### config.mk
export PLATFORM = sky130hd
export DESIGN_NAME = hash160_stream_host
export DESIGN_NICKNAME = d
export VERILOG_FILES = /design/src/rtl/hash160_stream_host.sv
export SDC_FILE = /design/constraint.sdc
export NUM_CORES = 2
export LEC_CHECK = 0
export ABC_AREA = 1
export BUFFER_PORTS_ARGS = -buffer_cell sky130_fd_sc_hd__buf_2
export CORE_AREA = 2 2 283 285
export CTS_CLUSTER_DIAMETER = 80
export DETAILED_ROUTE_END_ITERATION = 7
export DIE_AREA = 0 0 285 287
export HOLD_SLACK_MARGIN = 0.05
export SETUP_SLACK_MARGIN = 0.02
export SLEW_MARGIN = 20
export SYNTH_ARGS = -nofsm -noshare
export SYNTH_HDL_FRONTEND = slang
export SYNTH_SLANG_ARGS = --single-unit
### constraint.sdc
create_clock -name clk -period 5.54 [get_ports clk]
set_input_delay 0.831 -clock clk [delete_from_list [all_inputs] [get_ports clk]]
set_output_delay 0.831 -clock clk [all_outputs]
set_load 0.01 [all_outputs]
### src/rtl/hash160_stream_host.sv
// hash160_stream_host: host-side driver for a byte-serial Hash160 core.
// Accepts a 512-bit block, streams START_BYTE plus 64 data bytes on o_text,
// then gathers five 32-bit answer words into a 160-bit digest for upstream.
// Optional abort watchdog on WAIT/COLLECT is enabled with `define HASH160_TIMEOUT_EN.
// The hash core must share rst_n with this block: it captures once per reset.
module hash160_stream_host #(
  parameter logic [7:0]  START_BYTE     = 8'hA5,
  parameter int unsigned TIMEOUT_CYCLES = 4095
) (
  input  logic         clk,
  input  logic         rst_n,
  input  logic [511:0] i_block,
  input  logic         i_block_valid,
  output logic         o_block_ready,
  output logic [7:0]   o_text,
  input  logic         i_valid,
  input  logic [31:0]  i_answer,
  output logic [159:0] o_digest,
  output logic         o_digest_valid,
  input  logic         i_digest_ready,
  output logic         o_busy,
  output logic         o_timeout
);

  localparam int unsigned BYTE_CNT_W = 6;
  localparam int unsigned WORD_CNT_W = 3;
  localparam logic [BYTE_CNT_W-1:0] LAST_BYTE = BYTE_CNT_W'(63);
  localparam logic [WORD_CNT_W-1:0] LAST_WORD = WORD_CNT_W'(4);

  typedef enum logic [2:0] {
    S_IDLE,
    S_HEADER,
    S_SEND,
    S_WAIT,
    S_COLLECT,
    S_DONE
  } state_e;

  state_e                  state_q;
  logic [511:0]            shreg_q;
  logic [BYTE_CNT_W-1:0]   byte_cnt_q;
  logic [WORD_CNT_W-1:0]   word_cnt_q;
  logic [7:0]              text_q;
  logic [159:0]            digest_q;
  logic                    digest_valid_q;
  logic                    block_ready_q;
  logic                    busy_q;

`ifdef HASH160_TIMEOUT_EN
  localparam int unsigned TMO_W = 12;
  localparam logic [TMO_W-1:0] TMO_LAST = TMO_W'(TIMEOUT_CYCLES - 1);
  logic [TMO_W-1:0] tmo_cnt_q;
  logic             timeout_q;
`else
  logic unused_tmo_param;
  assign unused_tmo_param = ^12'(TIMEOUT_CYCLES);
`endif

  // Control FSM with registered outputs; counters and shift register update here.
  always_ff @(posedge clk or negedge rst_n) begin
    if (!rst_n) begin
      state_q        <= S_IDLE;
      shreg_q        <= '0;
      byte_cnt_q     <= '0;
      word_cnt_q     <= '0;
      text_q         <= '0;
      digest_q       <= '0;
      digest_valid_q <= 1'b0;
      block_ready_q  <= 1'b0;
      busy_q         <= 1'b0;
`ifdef HASH160_TIMEOUT_EN
      tmo_cnt_q      <= '0;
      timeout_q      <= 1'b0;
`endif
    end else begin
`ifdef HASH160_TIMEOUT_EN
      timeout_q <= 1'b0;
`endif
      case (state_q)
        S_IDLE: begin
          text_q <= '0;
          if (block_ready_q && i_block_valid) begin
            shreg_q       <= i_block;
            digest_q      <= '0;
            byte_cnt_q    <= '0;
            word_cnt_q    <= '0;
            block_ready_q <= 1'b0;
            busy_q        <= 1'b1;
            state_q       <= S_HEADER;
          end else begin
            block_ready_q <= 1'b1;
          end
        end

        S_HEADER: begin
          text_q     <= START_BYTE;
          byte_cnt_q <= '0;
          state_q    <= S_SEND;
        end

        S_SEND: begin
          text_q  <= shreg_q[511:504];
          shreg_q <= {shreg_q[503:0], 8'h00};
          if (byte_cnt_q == LAST_BYTE) begin
            byte_cnt_q <= '0;
            state_q    <= S_WAIT;
`ifdef HASH160_TIMEOUT_EN
            tmo_cnt_q  <= '0;
`endif
          end else begin
            byte_cnt_q <= byte_cnt_q + BYTE_CNT_W'(1);
          end
        end

        S_WAIT, S_COLLECT: begin
          text_q <= '0;
`ifdef HASH160_TIMEOUT_EN
          tmo_cnt_q <= tmo_cnt_q + TMO_W'(1);
          if (tmo_cnt_q == TMO_LAST) begin
            timeout_q     <= 1'b1;
            digest_q      <= '0;
            word_cnt_q    <= '0;
            busy_q        <= 1'b0;
            block_ready_q <= 1'b1;
            state_q       <= S_IDLE;
          end else
`endif
          if (i_valid) begin
            digest_q[159 - 32*int'(word_cnt_q) -: 32] <= i_answer;
            word_cnt_q <= word_cnt_q + WORD_CNT_W'(1);
            if (word_cnt_q == LAST_WORD) begin
              digest_valid_q <= 1'b1;
              state_q        <= S_DONE;
            end else begin
              state_q        <= S_COLLECT;
            end
          end
        end

        S_DONE: begin
          text_q <= '0;
          if (i_digest_ready) begin
            digest_valid_q <= 1'b0;
            word_cnt_q     <= '0;
            busy_q         <= 1'b0;
            block_ready_q  <= 1'b1;
            state_q        <= S_IDLE;
          end
        end

        default: begin
          state_q <= S_IDLE;
        end
      endcase
    end
  end

  assign o_block_ready  = block_ready_q;
  assign o_text         = text_q;
  assign o_digest       = digest_q;
  assign o_digest_valid = digest_valid_q;
  assign o_busy         = busy_q;
`ifdef HASH160_TIMEOUT_EN
  assign o_timeout      = timeout_q;
`else
  assign o_timeout      = 1'b0;
`endif

endmodule
==> out/qor.txt <==
Commonest cells in the netlist - nand2_1 (1038), dfrtp_1 (695), inv_1 (512)
CP bufs+invs - 2
Seq cells post-synth - 695
Hold WS - 218 ps
Fmax - 0.319 GHz
Placed Area - 36400 um^2
Pwr dens - 565 nW/um^2
EDFF count, synth - 0
Avg WL per Cell - 18.3 um
Pin count of the biggest net entering global routing - 143
GRT Resource Usage Total - 24.0%
ANT nets after route - 0
Endpoints failing hold - 0
Most common cell in the synthesized netlist - nand2_1
Worst setup EP type - register
CTS H-tree lvls - 3
Synth top area cells - dfrtp_1 (54%), nand2_1 (12%), o211ai_1 (11%)
Clock slew at reported path FFs - 60 ps
Die Y - 287 um
Post-CTS setup buffer count - 0
# port buffers - 719
Worst Setup Start Kind - register
Gp weighted congestion - 0.846
Fill count - 7637
DRC viols - 0
Register area share after synthesis - 53.7%
Vias/cell - 5.05
Via count - 27.6k
Share of cells above drive strength 1 - 21.1%
Clock skew - 27.9 ps
Switching power - 9.09 mW
Syn Nets - 4314
Initial antenna violation count - 67
Die Wd - 285 um
Switching share of power - 41.1%
Setup TNS - 0 ps
FFs w/ async S/R, synth - 100%
Hold Crit Class - in -> async
R2R setup slack - 2410 ps
Slowest stage delay, CP - 780 ps
Seq pwr share - 35.3%
Total gr overflow - 0
Clk Latency, worst-skew pair - 630 ps
TritonCTS clock tree - done
Crit path max-delay family - buffers and inverters
Final core utilization - 49.7%
Synthesized area - 32400 um^2
Max Cap Viol - 0
Cell Count, Final, Fillers Out - 5467
CORE AREA - 78600 um^2
Final Instance Area - 39100 um^2
Final slew viol count - 0
Max-Slew Margin vs Limit - 30.9%
Total Nets Final - 4876
Total CTS buffers - 79
Drt pass-1 iters - 5
Routed wire length - 100 mm
RSZ-0062 raised after global routing - no
Synth area leader - dfrtp_1
Global-route wire length before repair - 154 mm
Initial Utilization - 41.2%
Die area - 81800 um^2
Minimum clock period - 3130 ps
Initial DRC count - 2058
Gate power share - 40.7%
Final setup fails - 0
Placed cells - 5291
Tcrit/Tclk final - 56.5%
Worst-Margin Slew - 1030 ps
LEAKAGE - 19.2 nW
Final WS setup - 2410 ps
Pwr Total - 22.1 mW
Yosys cell types - 31
Syn_area_per_cell - 8.61 um^2
Resize count post-CTS - 0
IO Pins - 721
DP HPWL - 69.6 mm
Hold_buf cts - 0
Area grow syn2layout - 20.8%
Pre-CTS setup slack - 2430 ps
Internal power - 13.0 mW
Area share of the largest cell type after synthesis - 53.7%
Worst Path Max Fanout - 139
Yosys synthesis warning count - 0
CP required - 6020 ps
Clock Path Buffers - 3
Worst path cell trace - nand2_2 -> inv_8 -> buf_12 -> nand2_1 -> o211ai_1 -> o21ai_0
Status - complete, no violations
Number of global-route vias before repair - 26.4k
Clock power share - 24.0%
Root buf cell - clkbuf_16
Most common flop cell mapped by yosys - dfrtp_1
Crit-path slowest cell - inv_8
Crit path DAT - 3610 ps
CTS sink cnt - 695
R2r worst-path depth - 6
Synth Instances - 3760
Crit path depth - 6
FP Rows - 103
Worst vdd ir - 0.000317 V
Critical path type - reg -> reg
-- area by class of cell --
cell class	instances	area, um^2	area share (%)
Tap cell	1050	1310	3.36
Clock buffer	125	2430	6.22
Sequential cell	695	17400	44.5
Timing Repair Buffer	764	4150	10.6
Clock inverter	13	210	0.538
Inverter	514	1940	4.95
Multi-Input combinational cell	2268	11600	29.6
Antenna cell	38	95.1	0.243
-- kinds of logic (layout without fill, tap and decap cells) --
family	Yosys count	count (layout)	share of synthesized area, %
buf+inv	797	1416	10.6
flops	695	695	53.7
simple gates	1245	1245	15.9
fa+ha+maj	5	5	0.193
compound gates	1017	1017	19.5
other cells	1	39	0.0116
-- per-layer routing --
layer	vias up	global-route usage, %	part of all wire [%]
met5	-	0	0.46
met4	72	7.13	2.3
met3	183	7.36	8.1
met2	757	39.3	48
met1	13000	30.7	42
li1	13600	-	-
-- registers in the layout, summed over array words and instances, names as in the netlist --
register	cells
shreg_q	512
o_digest	160
o_text	8
byte_cnt_q	6
state_q	3
word_cnt_q	3
o_block_ready	1
o_busy	1
o_digest_valid	1
-- cells in the final DEF, fill, tap and decap left out, drive strengths merged --
cell,n
a21boi,1
a21oi,12
a31oi,21
buf,764
bufinv,3
clkbuf,125
clkinv,10
conb,1
dfrtp,695
diode,38
ha,5
inv,514
nand2,1044
nand3,20
nand4,69
nor2,109
nor3,2
o211ai,479
o21ai,503
o31ai,1
or2,1
-- worst paths after layout --
| check | end | start |
|---|---|---|
| worst min register to register | o_digest[77] | o_digest[77] |
| min in group clk | shreg_q[5] | i_block[5] |
| worst max register to register | shreg_q[76] | state_q[1] |
| worst max-delay path | shreg_q[76] | state_q[1] |
| worst min-delay path | shreg_q[248] | rst_n |
| max in group asynchronous | o_digest[11] | rst_n |
-- power by group through the flow --
stage	Clock [mW]	Sequential, mW	Combinational (mW)
5_1_grt	5.66	7.99	10.3
4_1_cts	5.44	7.80	9.08
3_3_place_gp	0	7.83	8.89
3_5_place_dp	0	7.88	9.02
2_1_floorplan	0	7.83	6.75
6_report	5.31	7.80	8.99
-- worst reg2reg max path, stage by stage, from the launching register on --
cell	delay, ps
dfrtp_1	590
nand2_2	550
inv_8	800
buf_12	610
nand2_1	240
o211ai_1	120
o21ai_0	110
No activity file was read; power rests on OpenSTA's default activity.
